### src/rtl/mem_wb_stage_reg_if.sv
// MEM->WB stage bundle: valid/ready handshake plus write-back payload.
// Latency: none, wiring only.
// Backpressure: ready flows from the consumer back to the producer (master drives valid/payload).
interface mem_wb_stage_reg_if #(
  parameter int XLEN    = 32,
  parameter int RADDR_W = 5
);
  logic               valid;
  logic               ready;
  logic [XLEN-1:0]    ALUResult;
  logic [XLEN-1:0]    ReadData;
  logic [XLEN-1:0]    PCPlus4;
  logic [RADDR_W-1:0] Rd;
  logic               RegWrite;
  logic [1:0]         ResultSrc;

  modport master (
    output valid, ALUResult, ReadData, PCPlus4, Rd, RegWrite, ResultSrc,
    input  ready
  );

  modport slave (
    input  valid, ALUResult, ReadData, PCPlus4, Rd, RegWrite, ResultSrc,
    output ready
  );
endinterface

### src/rtl/mem_wb_stage_reg.sv
// Elastic MEM->WB pipeline register with a 2-entry skid buffer; optional perf counters via MEMWB_PERF_EN.
// Latency: 1 cycle from accept to out_valid; 1 entry/cycle throughput when WB keeps ready high.
// Backpressure: in_ready = !skid_valid (registered state only), so WB stalls never form a comb path to MEM.
module mem_wb_stage_reg #(
  parameter int XLEN    = 32,
  parameter int RADDR_W = 5,
  parameter int CNT_W   = 32
) (
  input  logic                 clk,
  input  logic                 reset,
  input  logic                 flush,
  mem_wb_stage_reg_if.slave    mem_in,
  mem_wb_stage_reg_if.master   wb_out,
  output logic [CNT_W-1:0]     stall_cnt,
  output logic [CNT_W-1:0]     bubble_cnt
);

  typedef struct packed {
    logic [XLEN-1:0]    alu_result;
    logic [XLEN-1:0]    read_data;
    logic [XLEN-1:0]    pc_plus4;
    logic [RADDR_W-1:0] rd;
    logic               reg_write;
    logic [1:0]         result_src;
  } payload_t;

  // State is exactly the pair {main_valid, skid_valid}; SKID_ONLY cannot occur.
  typedef enum logic [1:0] {
    EMPTY     = 2'b00,
    SKID_ONLY = 2'b01,
    FULL1     = 2'b10,
    FULL2     = 2'b11
  } state_e;

  logic     r_main_vld;
  logic     r_skid_vld;
  payload_t r_main;
  payload_t r_skid;

  payload_t w_in;
  state_e   w_state;
  logic     w_accept;
  logic     w_drain;

  assign w_in.alu_result = mem_in.ALUResult;
  assign w_in.read_data  = mem_in.ReadData;
  assign w_in.pc_plus4   = mem_in.PCPlus4;
  assign w_in.rd         = mem_in.Rd;
  assign w_in.reg_write  = mem_in.RegWrite;
  assign w_in.result_src = mem_in.ResultSrc;

  assign w_state  = state_e'({r_main_vld, r_skid_vld});
  assign w_accept = mem_in.valid & ~r_skid_vld;
  assign w_drain  = r_main_vld & wb_out.ready;

  // Storage and handshake state: reset beats flush beats normal movement; skid is always the younger entry.
  always_ff @(posedge clk) begin
    if (reset) begin
      r_main_vld <= 1'b0;
      r_skid_vld <= 1'b0;
      r_main     <= '0;
      r_skid     <= '0;
    end else if (flush) begin
      // Payload is left as-is; only the valid flags matter for a kill.
      r_main_vld <= 1'b0;
      r_skid_vld <= 1'b0;
    end else begin
      case (w_state)
        EMPTY: begin
          if (w_accept) begin
            r_main     <= w_in;
            r_main_vld <= 1'b1;
          end
        end
        FULL1: begin
          if (w_accept && w_drain) begin
            r_main <= w_in;
          end else if (w_accept) begin
            r_skid     <= w_in;
            r_skid_vld <= 1'b1;
          end else if (w_drain) begin
            r_main_vld <= 1'b0;
          end
        end
        FULL2: begin
          if (w_drain) begin
            r_main     <= r_skid;
            r_skid_vld <= 1'b0;
          end
        end
        default: begin
          // Unreachable; recover to a clean state.
          r_skid_vld <= 1'b0;
        end
      endcase
    end
  end

  assign mem_in.ready     = ~r_skid_vld;
  assign wb_out.valid     = r_main_vld;
  assign wb_out.ALUResult = r_main.alu_result;
  assign wb_out.ReadData  = r_main.read_data;
  assign wb_out.PCPlus4   = r_main.pc_plus4;
  assign wb_out.Rd        = r_main.rd;
  assign wb_out.ResultSrc = r_main.result_src;
  // A bubble must never write the register file, whatever stale payload sits in main.
  assign wb_out.RegWrite  = r_main.reg_write & r_main_vld;

`ifdef MEMWB_PERF_EN
  logic [CNT_W-1:0] r_stall_cnt;
  logic [CNT_W-1:0] r_bubble_cnt;

  // Saturating stall/bubble counters, sampled on pre-edge state; flush does not touch them.
  always_ff @(posedge clk) begin
    if (reset) begin
      r_stall_cnt  <= '0;
      r_bubble_cnt <= '0;
    end else begin
      if (r_main_vld && !wb_out.ready && (r_stall_cnt != {CNT_W{1'b1}})) begin
        r_stall_cnt <= r_stall_cnt + 1'b1;
      end
      if (!r_main_vld && (r_bubble_cnt != {CNT_W{1'b1}})) begin
        r_bubble_cnt <= r_bubble_cnt + 1'b1;
      end
    end
  end

  assign stall_cnt  = r_stall_cnt;
  assign bubble_cnt = r_bubble_cnt;
`else
  assign stall_cnt  = '0;
  assign bubble_cnt = '0;
`endif

endmodule

### src/flat_wrapper.sv
// flat-port wrapper written by rule: the top's interface ports become plain ports
module mem_wb_stage_reg_flat 
#(
  parameter int XLEN    = 32,
  parameter int RADDR_W = 5,
  parameter int CNT_W   = 32
)
  (clk, reset, flush, stall_cnt, bubble_cnt, mem_in_valid, mem_in_ALUResult, mem_in_ReadData, mem_in_PCPlus4, mem_in_Rd, mem_in_RegWrite, mem_in_ResultSrc, mem_in_ready, wb_out_valid, wb_out_ALUResult, wb_out_ReadData, wb_out_PCPlus4, wb_out_Rd, wb_out_RegWrite, wb_out_ResultSrc, wb_out_ready);
  mem_wb_stage_reg_if #(.XLEN(XLEN), .RADDR_W(RADDR_W)) mem_in_i ();
  mem_wb_stage_reg_if #(.XLEN(XLEN), .RADDR_W(RADDR_W)) wb_out_i ();
  input  logic clk;
  input  logic reset;
  input  logic flush;
  output logic [CNT_W-1:0] stall_cnt;
  output logic [CNT_W-1:0] bubble_cnt;
  input wire logic [$bits(mem_in_i.valid)-1:0] mem_in_valid;
  input wire logic [$bits(mem_in_i.ALUResult)-1:0] mem_in_ALUResult;
  input wire logic [$bits(mem_in_i.ReadData)-1:0] mem_in_ReadData;
  input wire logic [$bits(mem_in_i.PCPlus4)-1:0] mem_in_PCPlus4;
  input wire logic [$bits(mem_in_i.Rd)-1:0] mem_in_Rd;
  input wire logic [$bits(mem_in_i.RegWrite)-1:0] mem_in_RegWrite;
  input wire logic [$bits(mem_in_i.ResultSrc)-1:0] mem_in_ResultSrc;
  output wire logic [$bits(mem_in_i.ready)-1:0] mem_in_ready;
  output wire logic [$bits(wb_out_i.valid)-1:0] wb_out_valid;
  output wire logic [$bits(wb_out_i.ALUResult)-1:0] wb_out_ALUResult;
  output wire logic [$bits(wb_out_i.ReadData)-1:0] wb_out_ReadData;
  output wire logic [$bits(wb_out_i.PCPlus4)-1:0] wb_out_PCPlus4;
  output wire logic [$bits(wb_out_i.Rd)-1:0] wb_out_Rd;
  output wire logic [$bits(wb_out_i.RegWrite)-1:0] wb_out_RegWrite;
  output wire logic [$bits(wb_out_i.ResultSrc)-1:0] wb_out_ResultSrc;
  input wire logic [$bits(wb_out_i.ready)-1:0] wb_out_ready;
  assign mem_in_i.valid = mem_in_valid;
  assign mem_in_i.ALUResult = mem_in_ALUResult;
  assign mem_in_i.ReadData = mem_in_ReadData;
  assign mem_in_i.PCPlus4 = mem_in_PCPlus4;
  assign mem_in_i.Rd = mem_in_Rd;
  assign mem_in_i.RegWrite = mem_in_RegWrite;
  assign mem_in_i.ResultSrc = mem_in_ResultSrc;
  assign mem_in_ready = mem_in_i.ready;
  assign wb_out_valid = wb_out_i.valid;
  assign wb_out_ALUResult = wb_out_i.ALUResult;
  assign wb_out_ReadData = wb_out_i.ReadData;
  assign wb_out_PCPlus4 = wb_out_i.PCPlus4;
  assign wb_out_Rd = wb_out_i.Rd;
  assign wb_out_RegWrite = wb_out_i.RegWrite;
  assign wb_out_ResultSrc = wb_out_i.ResultSrc;
  assign wb_out_i.ready = wb_out_ready;
  mem_wb_stage_reg #(.XLEN(XLEN), .RADDR_W(RADDR_W), .CNT_W(CNT_W)) u_core (.clk(clk), .reset(reset), .flush(flush), .mem_in(mem_in_i), .wb_out(wb_out_i), .stall_cnt(stall_cnt), .bubble_cnt(bubble_cnt));
endmodule
### config.mk
export PLATFORM = sky130hd
export DESIGN_NAME = mem_wb_stage_reg_flat
export DESIGN_NICKNAME = d
export VERILOG_FILES = /design/src/rtl/mem_wb_stage_reg_if.sv /design/src/rtl/mem_wb_stage_reg.sv /design/src/flat_wrapper.sv
export SDC_FILE = /design/constraint.sdc
export NUM_CORES = 1
export LEC_CHECK = 0
export ABC_AREA = 1
export CAP_MARGIN = 10
export CORE_UTILIZATION = 47
export DETAILED_ROUTE_END_ITERATION = 8
export PLACE_DENSITY = 0.78
export SLEW_MARGIN = 20
export SYNTH_ARGS = -nofsm -noshare
export SYNTH_HDL_FRONTEND = slang
export SYNTH_SLANG_ARGS = --single-unit
### constraint.sdc
create_clock -name clk -period 4.15 [get_ports clk]
set_clock_uncertainty 0.2 [all_clocks]
set_input_delay 0.83 -clock clk [delete_from_list [all_inputs] [get_ports clk]]
set_output_delay 0.83 -clock clk [all_outputs]
set_load 0.02 [all_outputs]
==> run_results.csv <==
group,metric,value,unit
placement,finalWeightedCongestion,0.777,
routing,wirelength,23400,um
sta,slew_viol_final,0,
power_and_ir_drop,p_comb_frac,0.156,
routing,firstDrtPassIters,5,
grt,antenna_found_initial,1,
critical_path,timing.rr.start,"u_core.wb_out.valid",
critical_path,crit_type,"flop to primary output",
placement,io_buffer_count,214,
logic_synthesis,synth_area_per_cell,6.39,um2
placement,dp_hpwl,14800,um
sta,fmax,366,MHz
critical_path,r2r_end,"u_core.wb_out.PCPlus4[18]",
clock_network,ctsResizeCount,0,
run,maxCapViolations,0,
logic_synthesis,synth_xor_area_frac,0,
floorplan,fp.dieW,151,um
power_and_ir_drop,ir_drop,253,uV
logic_synthesis,syn_area,10500,um2
logic_synthesis,synth-seq-cells,210,
placement,dp_slack,1.02,ns
clock_network,cts_setup_buffers,0,
clock_network,ctsHoldBuffers,0,
power_and_ir_drop,power.switching,1.29,mW
sta,fin_ws,1.42,ns
critical_path,startpoint_type,"flop",
critical_path,rrSetupSlack,1.61,ns
logic_synthesis,synth_compound_area_frac,0.0512,
sta,slew_headroom,0.436,
grt,grt_use_met2,0.342,
logic_synthesis,yosys.area_share.simple,0.341,
layout,layout_common_cells,"525 x nand2_1, 420 x nor2_1, 214 x clkdlybuf4s50_1",
sta,finalSetupTns,0,ns
critical_path,cp_max_fo,5,
grt,grt_pass1_vias,7882,
sta,period_needed,2.73,ns
logic_synthesis,synth_area_leader_cell,"dfxtp_1",
worst_hold_path,min_path_cells,2,
floorplan,core_area,21800,um2
clock_network,clkSinkCount,210,
routing,drt_iter0_markers,460,
outcome,status,"complete, no violations",
layout,area_growth,18.4,%
critical_path,cp.required,3.12,ns
worst_hold_path,whs_endpoint,"u_core.r_skid[95]",
logic_synthesis,synthMuxAreaShare,0,
routing,ant_nets,0,
layout,final_common_cell,"nand2_1",
routing,vias,8976,
logic_synthesis,ys_warn_count,0,
sta,rsz0062_at_grt,"false",
logic_synthesis,yosys.cell_types.count,16,
power_and_ir_drop,power.internal,3.67,mW
floorplan,rows,54,
routing,wl_per_cell,11.8,um
worst_hold_path,hold_class,"flop to flop",
grt,grt-ovfl-total,0,
clock_network,cts-root-buf,"clkbuf_16",
clock_network,clk_pin_slew,0.06,ns
power_and_ir_drop,p_sw_frac,0.260,
clock_network,clk_latency,0.51,ns
grt,met3_usage,0.0539,
grt,grt_max_degree,162,
grt,grtUsageTotal,0.202,
clock_network,cts_tree,"yes",
clock_network,clockBufferDepth,3,
power_and_ir_drop,power_frac_clock,0.407,
clock_network,cts_buffers,24,
layout,layout.nets,1802,
routing,drc,0,
logic_synthesis,yosysTopAreaCellShare,0.402,
sta,hold_violations,0,
power_and_ir_drop,power_density,400,nW/um2
power_and_ir_drop,pwr-share-seq,0.436,
layout,drive_gt1_frac,0.0287,
floorplan,ios,279,
sta,fin_hold_ws,0.280,ns
logic_synthesis,synthAdderAreaFrac,0,
logic_synthesis,synthCells,1636,
floorplan,die_area,22800,um2
grt,grt.busiest_layer,"met2",
sta,setup_viol,0,
critical_path,end_kind,"primary output",
logic_synthesis,seq_area_frac_synth,0.402,
logic_synthesis,synth_top_family_by_area,"simple AND/OR/NAND/NOR gates",
grt,grtUsageMet1,0.253,
logic_synthesis,yosys-top-cells-area,"dfxtp_1 40%, nand2_1 19%, nor2_1 15%",
worst_hold_path,holdCritStartpoint,"u_core.r_skid[95]",
sta,tightest_slew,0.847,ns
grt,grt_pass1_wl,37800,um
floorplan,die_y,151,um
routing,via_per_inst,4.52,
sta,finalCritPeriodShare,0.658,
floorplan,initial_core_util,0.479,
critical_path,arrival,1.70,ns
clock_network,htreeDepth,1,
critical_path,r2r_cells,7,
power_and_ir_drop,p_leak,5.91,nW
layout make-up:
class,count,area (um2)
Clock buffer,36,697
Multi-Input combinational cell,1120,4370
Inverter,113,432
Clock inverter,4,48.8
Fill cell,2087,9440
Tap cell,280,350
Timing Repair Buffer,224,2280
Sequential cell,210,4200
Antenna cell,1,2.50
critical path, stage by stage, from the launching register on:
cell and delay, ns:
dfxtp_1 0.46, nand2_1 0.08, inv_1 0.06, clkdlybuf4s50_1 0.59
routing by layer:
layer  vias to the layer above  routed length, um
met5                         -                  0
met4                         0                490
met3                        32               1860
met2                       250              10800
met1                      3958              10200
li1                       4736                  -
registers in the layout, summed over array words and instances (netlist names), 2 cells and up:
| name | count |
|---|---|
| u_core.wb_out.ALUResult | 32 |
| u_core.r_skid | 104 |
| u_core.wb_out.Rd | 5 |
| u_core.wb_out.ReadData | 32 |
| u_core.wb_out.ResultSrc | 2 |
| u_core.wb_out.PCPlus4 | 32 |
worst max path at each step:
stage	end	start	depth (start not counted)	slack, ns
after floorplan	u_core.r_skid[24]	wb_out_ready	6	2.23
after global placement	u_core.r_skid[91]	mem_in_valid	8	1.13
after detailed placement	u_core.r_skid[40]	mem_in_valid	8	1.02
after CTS	wb_out_RegWrite	u_core.wb_out.valid	3	1.38
after global routing	wb_out_RegWrite	u_core.wb_out.valid	3	1.33
final	wb_out_RegWrite	u_core.wb_out.valid	3	1.42
synthesized netlist by cell type:
cell and number:
clkinv_1 1, nor2_1 420, nand3_1 2, o21ai_0 84
conb_1 1, buf_2 35, nand2_1 526, nand2_2 1
dfxtp_1 210, o21ai_1 22, inv_2 3, clkbuf_1 34
buf_6 4, a21oi_1 1, buf_4 183, inv_1 109
power groups by stage:
| stage | Clock [mW] | Sequential [mW] | Combinational, mW |
|---|---|---|---|
| 2_1_floorplan | 0 | 2.19 | 0.613 |
| 3_3_place_gp | 0 | 2.20 | 0.765 |
| 3_5_place_dp | 0 | 2.21 | 0.775 |
| 4_1_cts | 2.07 | 2.16 | 0.780 |
| 5_1_grt | 2.14 | 2.17 | 0.861 |
| 6_report | 2.02 | 2.16 | 0.775 |
kinds of logic after synthesis:
family          count (synthesis)
flops                         210
other cells                     1
compound gates                107
simple gates                  949
buf+inv                       369
stage by stage:
step	power [mW]	instances	area (um2)	utilization
floorplan	2.81	1699	10700	-
global placement	2.97	1947	11600	0.533
detailed placement	2.98	1947	11600	0.533
CTS	5.02	1987	12400	0.567
global route	5.18	1988	12400	0.567
finish	4.96	1988	12400	0.567
Note: power is estimated with default switching activity, not from simulation.
